===== src/rtl/seq_pattern_gen.sv =====
// rtl/seq_pattern_gen.sv - serial pattern generator with repeated frames and inter-frame gaps
// Sends a PAT_W-bit pattern MSB first, reps+1 times, with gap idle cycles between frames.
module seq_pattern_gen #(
  parameter int                PAT_W   = 4,
  parameter logic [PAT_W-1:0]  DEF_PAT = PAT_W'(4'b1011)
) (
  input  logic             clk,
  input  logic             rst,
  input  logic             start,
  input  logic             abort,
  input  logic             pat_sel,
  input  logic [PAT_W-1:0] pattern,
  input  logic [2:0]       reps,
  input  logic [1:0]       gap,
  output logic             j,
  output logic             valid,
  output logic             busy,
  output logic             done
);

  localparam int              BW       = (PAT_W > 1) ? $clog2(PAT_W) : 1;
  localparam logic [BW-1:0]   LAST_BIT = BW'(PAT_W - 1);

  typedef enum logic [1:0] {
    IDLE = 2'd0,
    SEND = 2'd1,
    GAP  = 2'd2,
    DONE = 2'd3
  } state_t;

  state_t           state, state_nx;
  logic [PAT_W-1:0] pat_r;
  logic [BW-1:0]    bit_idx;
  logic [2:0]       frames_left;
  logic [1:0]       gap_r;
  logic [1:0]       gap_cnt;
  logic             capture;
  logic             frame_end;

  assign capture   = (state == IDLE) && start && !abort;
  assign frame_end = (bit_idx == '0);

  always_comb begin
    state_nx = state;
    j        = 1'b0;
    valid    = 1'b0;
    busy     = 1'b0;
    done     = 1'b0;
    case (state)
      IDLE: begin
        if (capture) state_nx = SEND;
      end
      SEND: begin
        j     = pat_r[bit_idx];
        valid = 1'b1;
        busy  = 1'b1;
        if (abort)                   state_nx = IDLE;
        else if (frame_end) begin
          if (frames_left == 3'd0)   state_nx = DONE;
          else if (gap_r != 2'd0)    state_nx = GAP;
          else                       state_nx = SEND;
        end
      end
      GAP: begin
        busy = 1'b1;
        if (abort)                   state_nx = IDLE;
        else if (gap_cnt == 2'd1)    state_nx = SEND;
      end
      DONE: begin
        busy     = 1'b1;
        done     = 1'b1;
        state_nx = IDLE;
      end
      default: state_nx = IDLE;
    endcase
  end

  // Counters left mid-frame by abort are harmless: every capture reloads them.
  always_ff @(posedge clk) begin
    if (!rst) begin
      state       <= IDLE;
      pat_r       <= '0;
      bit_idx     <= '0;
      frames_left <= '0;
      gap_r       <= '0;
      gap_cnt     <= '0;
    end else begin
      state <= state_nx;
      case (state)
        IDLE: begin
          if (capture) begin
            pat_r       <= pat_sel ? pattern : DEF_PAT;
            frames_left <= reps;
            gap_r       <= gap;
            bit_idx     <= LAST_BIT;
          end
        end
        SEND: begin
          if (frame_end) begin
            bit_idx <= LAST_BIT;
            gap_cnt <= gap_r;
            if (frames_left != 3'd0) frames_left <= frames_left - 3'd1;
          end else begin
            bit_idx <= bit_idx - BW'(1);
          end
        end
        GAP: begin
          gap_cnt <= gap_cnt - 2'd1;
        end
        default: ;
      endcase
    end
  end

endmodule


===== config.mk =====
export PLATFORM = sky130hd
export DESIGN_NAME = seq_pattern_gen
export DESIGN_NICKNAME = d
export VERILOG_FILES = /design/src/rtl/seq_pattern_gen.sv
export SDC_FILE = /design/constraint.sdc
export NUM_CORES = 1
export LEC_CHECK = 0
export ABC_AREA = 0
export ABC_CLOCK_PERIOD_IN_PS = 1910
export BUFFER_PORTS_ARGS = -buffer_cell sky130_fd_sc_hd__buf_2
export CAP_MARGIN = 20
export CORE_UTILIZATION = 59
export CTS_BUF_LIST = sky130_fd_sc_hd__clkbuf_8
export CTS_CLUSTER_SIZE = 8
export DETAILED_ROUTE_END_ITERATION = 7
export PLACE_DENSITY = 0.93
export SLEW_MARGIN = 10
export SYNTH_ARGS = -nofsm -noshare
export SYNTH_HDL_FRONTEND = slang
export SYNTH_SLANG_ARGS = --single-unit

===== constraint.sdc =====
create_clock -name clk -period 1.91 [get_ports clk]
set_input_delay 0.4775 -clock clk [delete_from_list [all_inputs] [get_ports clk]]
set_output_delay 0.4775 -clock clk [all_outputs]
set_load 0.02 [all_outputs]

# ---- Word-level counts from Yosys, hierarchy flattened
# Cells that the tools add are included.
dict set report word_totals {
  regBits 15
  in_bits 14
  out_inout_bits 4
  word_cells 59
}
dict set report classes {
  add_sub_neg 3
  magnitude_cmp 1
  eq_ne 9
  muxes 24
  reduce_logical 16
}
# operator n
set op_table {}
lappend op_table {{$mux W2} 10}
lappend op_table {{$mux W3} 3}
lappend op_table {{$pmux W2 S2} 2}
lappend op_table {{$pmux W2 S4} 1}
lappend op_table {{$ne A2 B2 Y1 const B} 3}
lappend op_table {{$ne A3 B3 Y1 const B} 2}
lappend op_table {{$pmux W3 S2} 1}
lappend op_table {{$reduce_and A2 Y1} 3}
lappend op_table {{$reduce_bool A2 Y1} 3}
lappend op_table {{$mux W1} 5}
lappend op_table {{$eq A2 B1 Y1 const B} 2}
lappend op_table {{$eq A2 B2 Y1 const B} 2}
lappend op_table {{$logic_not A2 Y1} 2}
lappend op_table {{$mux W4} 1}
lappend op_table {{$reduce_and A4 Y1} 1}
lappend op_table {{$sub A2 B1 Y2 const B} 2}
lappend op_table {{$logic_not A3 Y1} 1}
lappend op_table {{$lt A2 B3 Y1 const B} 1}
lappend op_table {{$reduce_and A3 Y1} 1}
lappend op_table {{$reduce_bool A3 Y1} 1}
lappend op_table {{$reduce_or A3 Y1} 1}
lappend op_table {{$sub A3 B1 Y3 const B} 1}
lappend op_table {{$bmux W1 S2} 1}
lappend op_table {{$logic_and A1 B1 Y1} 2}
lappend op_table {{$logic_not A1 Y1} 1}

# ---- Logic depth before layout (Yosys ltp)
# Gate-level depths: netlist of run 1.
dict set report depth {
  depth_word 6
  mapped_depth 6
  mapped_depth_nobuf 6
}

# ---- Least setup slack after synthesis of run 1
# OpenSTA, ideal clock, no wires.
dict set report synth_path {
  path_type {reg-to-output}
  from {register bit_idx[0]}
  to {output j}
  arrival_time_ps 1047
  path_slack_ps 386
  path_stages_with_launch 3
  n_path_buf 0
  cell_sequence {dfxtp_1 > mux4_2 > and2_1}
}
dict set report synth_between {
  elab_chain_len 3
}
# item line
set synth_rtl {}
lappend synth_rtl {{start: declaration} 33} ;# logic [BW-1:0] bit_idx;
lappend synth_rtl {{start signal: assignment} 104} ;# bit_idx <= bit_idx - BW'(1);
lappend synth_rtl {{$bmux W1 S2} 54} ;# j = pat_r[bit_idx];
lappend synth_rtl {{$mux W1 (implied by the code)} 54}
lappend synth_rtl {{$mux W1} 49} ;# case (state)
lappend synth_rtl {{end: declaration} 15} ;# output logic j,
# Every way passes these cells. The select of a mux whose other input is x is not followed.

# ---- Final worst setup path of run 1
# Same ends and word-level chain as after synthesis.

==> summary.txt, run 1 <==
=====================================================================================
Buffer depth of the longest clock path                                              2
Peak fanout along the critical path                                                 2
Final period util                                                               97.7%
Chip Height                                                                   40.4 um
Number of synthesized flops with an enable pin                                      0
Most frequent cells in the layout                                        sky130_fd_sc_hd__buf_2 (16), sky130_fd_sc_hd__dfxtp_1 (14), sky130_fd_sc_hd__nand2_1 (9), sky130_fd_sc_hd__o21ai_0 (6)
Length in cells of the worst reg-to-reg path                                        7
Worst-margin pin slew                                                          379 ps
Min-delay src                                                              pattern[2]
Critical path endpoint category                                           output port
H-tree levels                                                                       1
Root buf cell                                                            sky130_fd_sc_hd__clkbuf_8
I/O pin count                                                                      18
XOR/XNOR share of the synthesized area                                          2.02%
Net Count, Synth                                                                  112
Per-instance average area after synthesis                                    9.24 um2
Dominant combinational cell family by area after synthesis               simple AND/OR/NAND/NOR gates
Cell row count                                                                     13
Crit-path slowest cell                                                   sky130_fd_sc_hd__mux4_2
Hold Path Class                                                          input port to register
Area of the die                                                           0.00163 mm2
Clock-pin slew of the registers on the worst-case setup and hold paths          70 ps
Max VDD drop                                                                 0.617 mV
Post-synthesis compound-gate area fraction                                      20.9%
Grt total ovfl                                                                      0
Cells after synthesis                                                              94
Register bit total from synthesis                                                  15
Chip Width                                                                    40.4 um
Cell breakdown of the critical path                                      mux4_2 -> and2_4 -> buf_4
Endpoint required time on the critical path                                   1430 ps
Hold Path Sink                                                               pat_r[2]
Iteration count of the initial detailed-routing pass                                4
Total power per unit cell area                                             793 mW/mm2
Yosys synthesis warning count                                                       0
Hold buffers post-CTS                                                               0
Vias after detailed routing                                                       769
Total clock sinks                                                                  15
Share of post-route cells with drive strength above 1                           28.1%
Biggest cell delay along the critical path                                     480 ps
Critical path startpoint category                                            register
Post-Synthesis Cell Area                                                      868 um2
Final Hold Slack                                                               476 ps
LEAKAGE                                                                      0.482 nW
Most common cell after layout, fill and taps aside                       sky130_fd_sc_hd__buf_2
Worst-case setup slack after placement                                         283 ps
Drt total wl                                                                  1960 um
Top achievable clock speed                                                    536 MHz
Final Skew                                                                    1.82 ps
Combined global-route utilization of all metal layers                           27.9%
Synthesized-area fraction occupied by and/or/nand/nor cells                     22.0%
Number of nets still failing antenna checks after routing                           0
Worst setup slack after layout                                                43.3 ps
Run status                                                               finished, final reports clean
Seq/Total Area, Yosys                                                           34.6%
Global-route wire length before repair                                        2880 um
Cell types occupying the most area after synthesis                       sky130_fd_sc_hd__dfxtp_1 (35%), sky130_fd_sc_hd__ha_1 (5.8%), sky130_fd_sc_hd__mux2i_1 (5.8%)
Adder-cell area share of the yosys netlist                                      5.76%
Fill cell instance count of the final layout                                      109
Hold-critical path depth                                                            3
Final critical delay including setup and external delays                      1870 ps
Antenna violations before repair                                                    0
Number of design rule violations left after detail routing                          0
Share of the synthesized area in the top cell type                              34.6%
Number of vias per cell after detailed routing                                   5.96
Signal arrival time at the worst endpoint                                     1390 ps
Number of hold-slack violations in the final timing report                          0
Growth of design area from synthesis to finish                                  18.0%
Final setup viols                                                                   0
Initial standard-cell utilization of the core                                   65.1%
Max-cap viol count                                                                  0
Multiplexer fraction of the synthesized cell area                               8.36%
Via count of the first global-routing pass                                        700
Post-layout power                                                            0.813 mW
Tightest slew margin relative to the limit                                      74.6%
Insertion delay to the later sink of the worst-skew pair                       260 ps
DPL Wire Length                                                               1340 um
Maximum number of pins on one net before global-route repair                       18
Leading register cell type out of synthesis                              sky130_fd_sc_hd__dfxtp_1
Clock buffers created by TritonCTS                                                  3
Number of buffers added on ports                                                   17
Core Region                                                               0.00133 mm2
Starting DRC count in detailed routing                                             15
Share of flip-flops with an asynchronous set or reset                              0%
Destination of the worst register-to-register timing path                  gap_cnt[0]
Library cells used by synthesis                                                    36
Category of the critical setup timing path                               register to output port
Synth area leader                                                        sky130_fd_sc_hd__dfxtp_1
Net count of the finished layout                                                  133
Ant diodes                                                                          0
Number of slew-limit violations in the final report                                 0
Routed length per placed instance                                             15.2 um
GPL Wtd Cong                                                                    0.785
Worst reg2reg startpoint                                                   bit_idx[0]
Reg-to-reg setup timing slack                                                  330 ps
Clock tree from TritonCTS                                                         yes
=====================================================================================
[metrics by stage]
step | utilization [%] | instance area (um2) | instances | setup TNS (ps)
6_report | 76.8 | 1020 | 129 | 0
5_1_grt | 76.8 | 1020 | 129 | -4.50
4_1_cts | 75.9 | 1010 | 128 | 0
3_5_place_dp | 72.1 | 962 | 124 | 0
3_3_place_gp | 72.1 | 962 | 124 | 0
2_1_floorplan | - | 868 | 94 | 0
[per-layer routing]
layer  wire length, um  GRT usage, %  vias to the layer above
met2               985          50.0                       19
met4                55          15.8                        0
met5                 0             0                        -
met3                68          8.33                        8
met1               854          28.2                      363
li1                  -             -                      379
[where the power goes]
| group | internal [mW] | total [mW] | switching [mW] |
|---|---|---|---|
| logic | 0.0842 | 0.180 | 0.0956 |
| registers | 0.337 | 0.355 | 0.0171 |
| clock network | 0.147 | 0.279 | 0.131 |
| total | 0.569 | 0.813 | 0.244 |
[flip-flops by register name, summed over array words and instances, names as in the netlist]
| name | count |
|---|---|
| gap_r | 2 |
| state | 2 |
| gap_cnt | 2 |
| bit_idx | 2 |
| pat_r | 4 |
| frames_left | 3 |
[worst max-delay path: cells and delay by family, from the launching register on]
family	cells	cell delay [ps]
mux	1	480
buf+inv	1	150
flops	1	340
simple gates	1	170
[how the worst max path moves through the flow]
stage,to,startpoint,slack [ps]
2_1_floorplan,j,bit_idx[0],390
3_3_place_gp,j,bit_idx[0],300
3_5_place_dp,j,bit_idx[0],280
4_1_cts,j,bit_idx[0],30
5_1_grt,j,bit_idx[0],-5
6_report,j,bit_idx[0],40
[cell families (layout without fill, tap and decap cells)]
kind of cell / count (synthesis) / after routing
simple gates: 32 / 32
xor+xnor: 2 / 2
fa+ha+maj: 4 / 4
flops: 15 / 15
compound gates: 24 / 24
mux: 6 / 6
buf+inv: 11 / 31
[area by class of cell]
cell class,instances,area [um2],area share [%]
timing repair buffer,21,118,11.5
clock inverter,1,7.51,0.733
sequential,15,302,29.4
inverter,6,22.5,2.20
multi-input combinational,68,515,50.3
clock buffer,3,41.3,4.03
tap,15,18.8,1.83
[repair_timing]
action	CTS	global route
endpoints found under the setup margin	1	1
buffers inserted	0	1
hold endpoints to repair	0	0
resized for setup	1	2
[cell usage after synthesis (2+ instances only)]
cell type                  number
sky130_fd_sc_hd__mux2i_1        5
sky130_fd_sc_hd__nor2b_1        3
sky130_fd_sc_hd__inv_1          5
sky130_fd_sc_hd__nor2_1         3
sky130_fd_sc_hd__ha_1           4
sky130_fd_sc_hd__o21ai_0        6
sky130_fd_sc_hd__and2_1         2
sky130_fd_sc_hd__dfxtp_1       15
sky130_fd_sc_hd__nand3_1        3
sky130_fd_sc_hd__buf_2          2
sky130_fd_sc_hd__o211a_1        5
sky130_fd_sc_hd__nand3b_1       3
sky130_fd_sc_hd__o311a_1        2
sky130_fd_sc_hd__nand2b_1       2
sky130_fd_sc_hd__nand2_1        9
sky130_fd_sc_hd__o211ai_1       3
sky130_fd_sc_hd__a21oi_1        3
(Power assumes the default switching activity.)
==> inputs of run 2 (changes only) <==
--- a/config.mk
+++ b/config.mk
@@ -6,7 +6,7 @@
 export NUM_CORES = 1
 export LEC_CHECK = 0
 export ABC_AREA = 0
-export ABC_CLOCK_PERIOD_IN_PS = 1910
+export ABC_CLOCK_PERIOD_IN_PS = 2200
 export BUFFER_PORTS_ARGS = -buffer_cell sky130_fd_sc_hd__buf_2
 export CAP_MARGIN = 20
 export CORE_UTILIZATION = 59
==> constraint.sdc (replaced) <==
create_clock -name clk -period 2.2 [get_ports clk]
set_input_delay 0.55 -clock clk [delete_from_list [all_inputs] [get_ports clk]]
set_output_delay 0.55 -clock clk [all_outputs]
set_load 0.02 [all_outputs]
==> run 2 against run 1 <==
  * Largest cell class unchanged
  * Count of clock-buffer cells in the layout did not move
  * Critical path depth increased by 1
  * Final cell count down 1.6%
  * Via count up 0.78%
  * Largest power group unchanged
  * Clock skew rose by 1.7 ps
  * Sequential power fell by 11%
==> summary.txt, run 2 (synthesis results as in run 1) <==
=====================================================================================
Run status                                                               finished, final reports clean
Ant diodes                                                                          0   unchanged
Kind of cell adding the most delay to the critical path                    flip-flops
Clock-pin slew of the registers on the worst-case setup and hold paths          60 ps   about the same
Destination of the worst register-to-register timing path                    pat_r[1]
FF+latch area                                                                 300 um2   -0.41%
Unrepaired setup endpoints after global routing                                 false
Critical path startpoint category                                            register
Net count of the finished layout                                                  131   -1.5%
Grt total ovfl                                                                      0   unchanged
Crit-path slowest cell                                                   sky130_fd_sc_hd__dfxtp_1
Area of the die                                                           0.00163 mm2   unchanged
Multi-input gate area                                                         513 um2   -0.49%
Final critical delay including setup and external delays                      2050 ps
Total negative slack                                                             0 ps   unchanged
Most frequent cells in the layout                                        sky130_fd_sc_hd__buf_2 (17), sky130_fd_sc_hd__dfxtp_1 (15), sky130_fd_sc_hd__nand2_1 (9), sky130_fd_sc_hd__inv_1 (6), sky130_fd_sc_hd__o21ai_0 (6)
Worst-margin pin slew                                                          500 ps   +121 ps
Growth of design area from synthesis to finish                                  15.1%
Reg-to-reg setup timing slack                                                  650 ps   +320 ps
Tightest slew margin relative to the limit                                      66.6%   -8.0 points
Final period util                                                               93.2%
I/O pin count                                                                      18   unchanged
Number of slew-limit violations in the final report                                 0   unchanged
Clock buffers created by TritonCTS                                                  3   unchanged
Cell breakdown of the critical path                                      nand2b_2 -> inv_2 -> and2_1 -> buf_2
Total buffers and inverters traversed by the critical path                          2   +1
Fill cell instance count of the final layout                                      107   -1.8%
Maximum number of pins on one net before global-route repair                       18   unchanged
Peak fanout along the critical path                                                12   +10
DPL Wire Length                                                               1550 um   +16%
Number of vias per cell after detailed routing                                   6.10   +2.4%
Core Region                                                               0.00133 mm2   unchanged
Insertion delay to the later sink of the worst-skew pair                       250 ps   about the same
Met2 WL post-DR                                                               1050 um   +6.4%
Max-cap viol count                                                                  0   unchanged
Biggest cell delay along the critical path                                     630 ps   +150 ps
Hold-critical path depth                                                            2   -1
Most common cell after layout, fill and taps aside                       sky130_fd_sc_hd__buf_2
Setup fix buffers added after clock tree synthesis                                  0   unchanged
Hold Path Sink                                                           frames_left[1]
Met3 layer wire length in the routed design                                    102 um   +50%
Number of buffers added on ports                                                   17   unchanged
Final Skew                                                                    3.53 ps   +1.72 ps
Initial standard-cell utilization of the core                                   65.1%   unchanged
Number of nets still failing antenna checks after routing                           0   unchanged
Cell row count                                                                     13   unchanged
Min-delay src                                                            frames_left[1]
Number of design rule violations left after detail routing                          0   unchanged
Signal arrival time at the worst endpoint                                     1500 ps   +110 ps
Largest reg by FF count                                                         pat_r
Max VDD drop                                                                 0.550 mV   -11%
Share of post-route cells with drive strength above 1                           24.1%   -4.0 points
Number of hold-slack violations in the final timing report                          0   unchanged
Worst reg2reg startpoint                                                     state[0]
Hold buffers post-CTS                                                               0   unchanged
Hold Path Class                                                          register to register
Clock tree from TritonCTS                                                         yes
Routed metal-1 wire length                                                     827 um   -3.2%
Post-cts repair resize count                                                        0   -1
Vias after detailed routing                                                       775   +0.78%
Via count of the first global-routing pass                                        706   +0.86%
Endpoint required time on the critical path                                   1650 ps   +220 ps
GPL Wtd Cong                                                                    0.878   +12%
Topmost layer with routed signal wires                                           met4
Total power per unit cell area                                             682 mW/mm2   -14%
Total clock sinks                                                                  15   unchanged
Routed length per placed instance                                             16.3 um   +7.3%
Combined global-route utilization of all metal layers                           29.4%   +1.5 points
Iteration count of the initial detailed-routing pass                                4   unchanged
Final setup viols                                                                   0   unchanged
Length in cells of the worst reg-to-reg path                                        4   -3
Antenna violations before repair                                                    0   unchanged
Critical path endpoint category                                           output port
Chip Height                                                                   40.4 um   unchanged
Global-route wire length before repair                                        3040 um   +5.5%
Category of the critical setup timing path                               register to output port
Worst setup slack after layout                                                 149 ps   +105 ps
H-tree levels                                                                       1   unchanged
Root buf cell                                                            sky130_fd_sc_hd__clkbuf_8
LEAKAGE                                                                      0.475 nW   -1.4%
Drt total wl                                                                  2070 um   +5.6%
Top achievable clock speed                                                    487 MHz
Flip-flop count of the largest register after layout                                4   unchanged
Chip Width                                                                    40.4 um   unchanged
Worst-case setup slack after placement                                         446 ps   +163 ps
Registers with the most flip-flops                                       pat_r (4), frames_left (3)
Buffer depth of the longest clock path                                              2   unchanged
Starting DRC count in detailed routing                                             31   +16
=====================================================================================
run 2: layer usage:
metal  vias up  GRT usage [%]
li1        374              -
met1       359           28.3
met2        30           52.8
met3        12           8.89
met4         0           20.0
met5         -              0
run 2: tightest hold or removal path, delay by kind of cell (launching register included):
kind	cells	cell delay [ps]
flip-flops	1	310
AO/OA/AOI/OAI	1	60
AND/OR/NAND/NOR	1	50
run 2: layout make-up:
type / count / area share (%)
multi-input combinational: 68 / 51.3
sequential: 15 / 30.0
clock buffer: 3 / 4.13
clock inverter: 1 / 0.375
timing repair buffer: 19 / 10.0
tap: 15 / 1.88
inverter: 6 / 2.25
run 2: worst max path at each step:
stage	startpoint	end	cells after the start	slack (ps)
finish	state[0]	j	4	150
global route	state[0]	j	4	90
CTS	bit_idx[0]	j	3	170
detailed placement	state[0]	j	4	450
global placement	state[0]	j	4	510
floorplan	bit_idx[0]	j	2	600
run 2: report_power, final:
part	internal, mW	total, mW	switching [mW]
clock	0.124	0.218	0.0947
combinational	0.0692	0.148	0.0784
sequential	0.293	0.315	0.0227
run 2: through the flow:
| stage | instance area, um2 | instances | hold WS (ps) | utilization, % | power, mW |
|---|---|---|---|---|---|
| 6_report | 1000 | 127 | 471 | 75.0 | 0.681 |
| 2_1_floorplan | 868 | 94 | 444 | - | 0.420 |
| 3_3_place_gp | 955 | 123 | 461 | 71.6 | 0.449 |
| 3_5_place_dp | 955 | 123 | 466 | 71.6 | 0.463 |
| 5_1_grt | 1000 | 127 | 526 | 75.0 | 0.710 |
| 4_1_cts | 1000 | 127 | 476 | 75.0 | 0.680 |
==> inputs of run 3 (changes only) <==
--- a/config.mk
+++ b/config.mk
@@ -13,7 +13,7 @@
 export CTS_BUF_LIST = sky130_fd_sc_hd__clkbuf_8
 export CTS_CLUSTER_SIZE = 8
 export DETAILED_ROUTE_END_ITERATION = 7
-export PLACE_DENSITY = 0.93
+export PLACE_DENSITY = 0.85
 export SLEW_MARGIN = 10
 export SYNTH_ARGS = -nofsm -noshare
 export SYNTH_HDL_FRONTEND = slang
==> run 3 against run 2 <==
  * Sequential power decreased by 1%
  * Cell area unchanged
  * Critical path depth unchanged
  * Sequential share of layout area unchanged
  * Largest power group unchanged
  * Highest routed layer is now met3
==> summary.txt, run 3 (synthesis results as in run 1) <==
=====================================================================================
Run status                                                               finished, final reports clean
Total negative slack                                                             0 ps   unchanged
Category of the critical setup timing path                               register to output port
Net count of the finished layout                                                  131   unchanged
Final period util                                                               91.7%   -1.6 points
DPL Wire Length                                                               1190 um   -23%
Buffer depth of the longest clock path                                              2   unchanged
Maximum number of pins on one net before global-route repair                       18   unchanged
Final setup viols                                                                   0   unchanged
Critical path endpoint category                                           output port
Starting DRC count in detailed routing                                              8   -74%
Area of the die                                                           0.00163 mm2   unchanged
Peak fanout along the critical path                                                12   unchanged
Total clock sinks                                                                  15   unchanged
Clock buffers created by TritonCTS                                                  3   unchanged
Signal arrival time at the worst endpoint                                     1470 ps   -30 ps
Final critical delay including setup and external delays                      2020 ps   -34.4 ps
Max VDD drop                                                                 0.417 mV   -24%
Launching instance or port of the critical path                              state[0]
Setup fix buffers added after clock tree synthesis                                  0   unchanged
Hold Path Class                                                          register to register
Ant diodes                                                                          0   unchanged
Post-cts repair resize count                                                        0   unchanged
Number of buffers added on ports                                                   17   unchanged
Root buf cell                                                            sky130_fd_sc_hd__clkbuf_8
Min-delay src                                                            frames_left[1]
Via count of the first global-routing pass                                        611   -13%
Tightest slew margin relative to the limit                                      70.7%   +4.1 points
Growth of design area from synthesis to finish                                  15.1%   unchanged
Share of post-route cells with drive strength above 1                           24.1%   unchanged
Post-Place Cell Area                                                          955 um2   unchanged
Global-route wire length before repair                                        2380 um   -22%
Combined global-route utilization of all metal layers                           22.7%   -6.8 points
Reg-to-reg setup timing slack                                                  690 ps   +40 ps
Clock-pin slew of the registers on the worst-case setup and hold paths          60 ps   about the same
Endpoint required time on the critical path                                   1650 ps   about the same
Chip Width                                                                    40.4 um   unchanged
Final Skew                                                                    2.97 ps   -0.563 ps
Total power per unit cell area                                             672 mW/mm2   -1.5%
Number of vias per cell after detailed routing                                   5.65   -7.4%
Cell area after layout                                                       1000 um2   unchanged
Flip-flop count of the largest register after layout                                4   unchanged
Number of design rule violations left after detail routing                          0   unchanged
Worst reg2reg startpoint                                                     state[0]
Number of slew-limit violations in the final report                                 0   unchanged
Largest reg by FF count                                                         pat_r
Max-cap viol count                                                                  0   unchanged
Vias after detailed routing                                                       718   -7.4%
Critical path startpoint category                                            register
Registers with the most flip-flops                                       pat_r (4), frames_left (3)
Unrepaired setup endpoints after global routing                                 false
Drt total wl                                                                  1630 um   -21%
Number of hold-slack violations in the final timing report                          0   unchanged
FF+latch area                                                                 300 um2   unchanged
Worst-margin pin slew                                                          438 ps   -62.0 ps
Grt total ovfl                                                                      0   unchanged
Top achievable clock speed                                                    496 MHz   +1.7%
Cell row count                                                                     13   unchanged
Core Region                                                               0.00133 mm2   unchanged
Most frequent cells in the layout                                        sky130_fd_sc_hd__buf_2 (17), sky130_fd_sc_hd__dfxtp_1 (15), sky130_fd_sc_hd__nand2_1 (9), sky130_fd_sc_hd__inv_1 (6), sky130_fd_sc_hd__o21ai_0 (6)
Util after Layout                                                               75.0%   unchanged
Destination of the worst register-to-register timing path                frames_left[0]
Multi-input gate area                                                         513 um2   unchanged
Initial standard-cell utilization of the core                                   65.1%   unchanged
I/O pin count                                                                      18   unchanged
H-tree levels                                                                       1   unchanged
Biggest cell delay along the critical path                                     590 ps   -40 ps
Routed length per placed instance                                             12.9 um   -21%
Chip Height                                                                   40.4 um   unchanged
Hold Path Sink                                                           frames_left[1]
Antenna violations before repair                                                    0   unchanged
Crit-path slowest cell                                                   sky130_fd_sc_hd__dfxtp_1
Hold-critical path depth                                                            2   unchanged
Fill cell instance count of the final layout                                      113   +5.6%
GPL Wtd Cong                                                                    0.714   -19%
Cell breakdown of the critical path                                      nand2b_2 -> inv_2 -> and2_1 -> buf_2
Insertion delay to the later sink of the worst-skew pair                       250 ps   about the same
Iteration count of the initial detailed-routing pass                                4   unchanged
Length in cells of the worst reg-to-reg path                                        4   unchanged
Clock tree from TritonCTS                                                         yes
Number of nets still failing antenna checks after routing                           0   unchanged
Most common cell after layout, fill and taps aside                       sky130_fd_sc_hd__buf_2
Hold buffers post-CTS                                                               0   unchanged
LEAKAGE                                                                      0.475 nW   unchanged
=====================================================================================
[run 3: worst max path at each step]
stage	endpoint	slack [ps]	depth (start not counted)
CTS	j	190	4
finish	j	180	4
floorplan	j	600	2
detailed placement	j	470	4
global route	j	80	4
global placement	j	510	4
[run 3: per-layer routing]
metal | routed length [um] | global-route usage (%) | up-vias | part of all wire (%)
met3 | 75 | 10.0 | 0 | 4.6
met2 | 838 | 41.3 | 13 | 51
met4 | 0 | 7.50 | 0 | 0
met1 | 718 | 22.5 | 334 | 44
met5 | 0 | 0 | - | 0
li1 | - | - | 371 | -
[run 3: critical path: cells and delay by family, from the launching register on]
kind | cells | cell delay, ps
and+or+nand+nor | 2 | 300
buffers and inverters | 2 | 330
DFF | 1 | 590
[run 3: area by class of cell]
| type | count | area share, % |
|---|---|---|
| multi-input cells | 68 | 51.3 |
| flip-flops and latches | 15 | 30.0 |
| repair buffers | 19 | 10.0 |
| clock buffers | 3 | 4.13 |
| inverters | 6 | 2.25 |
| well taps | 15 | 1.88 |
| clock inverters | 1 | 0.375 |
[run 3: power breakdown]
group          total [mW]  switching (mW)  leakage, nW  internal, mW
Sequential          0.311          0.0185        0.123         0.293
Clock               0.220          0.0967       0.0269         0.124
Combinational       0.140          0.0718        0.325        0.0680
Total               0.671           0.187        0.475         0.484
[run 3: per-stage QoR]
step | instances | setup slack [ps] | power, mW | hold WS (ps)
floorplan | 94 | 603 | 0.420 | 444
global placement | 123 | 507 | 0.450 | 457
detailed placement | 123 | 470 | 0.456 | 488
CTS | 127 | 193 | 0.681 | 503
global route | 127 | 81.2 | 0.711 | 517
finish | 127 | 183 | 0.671 | 496
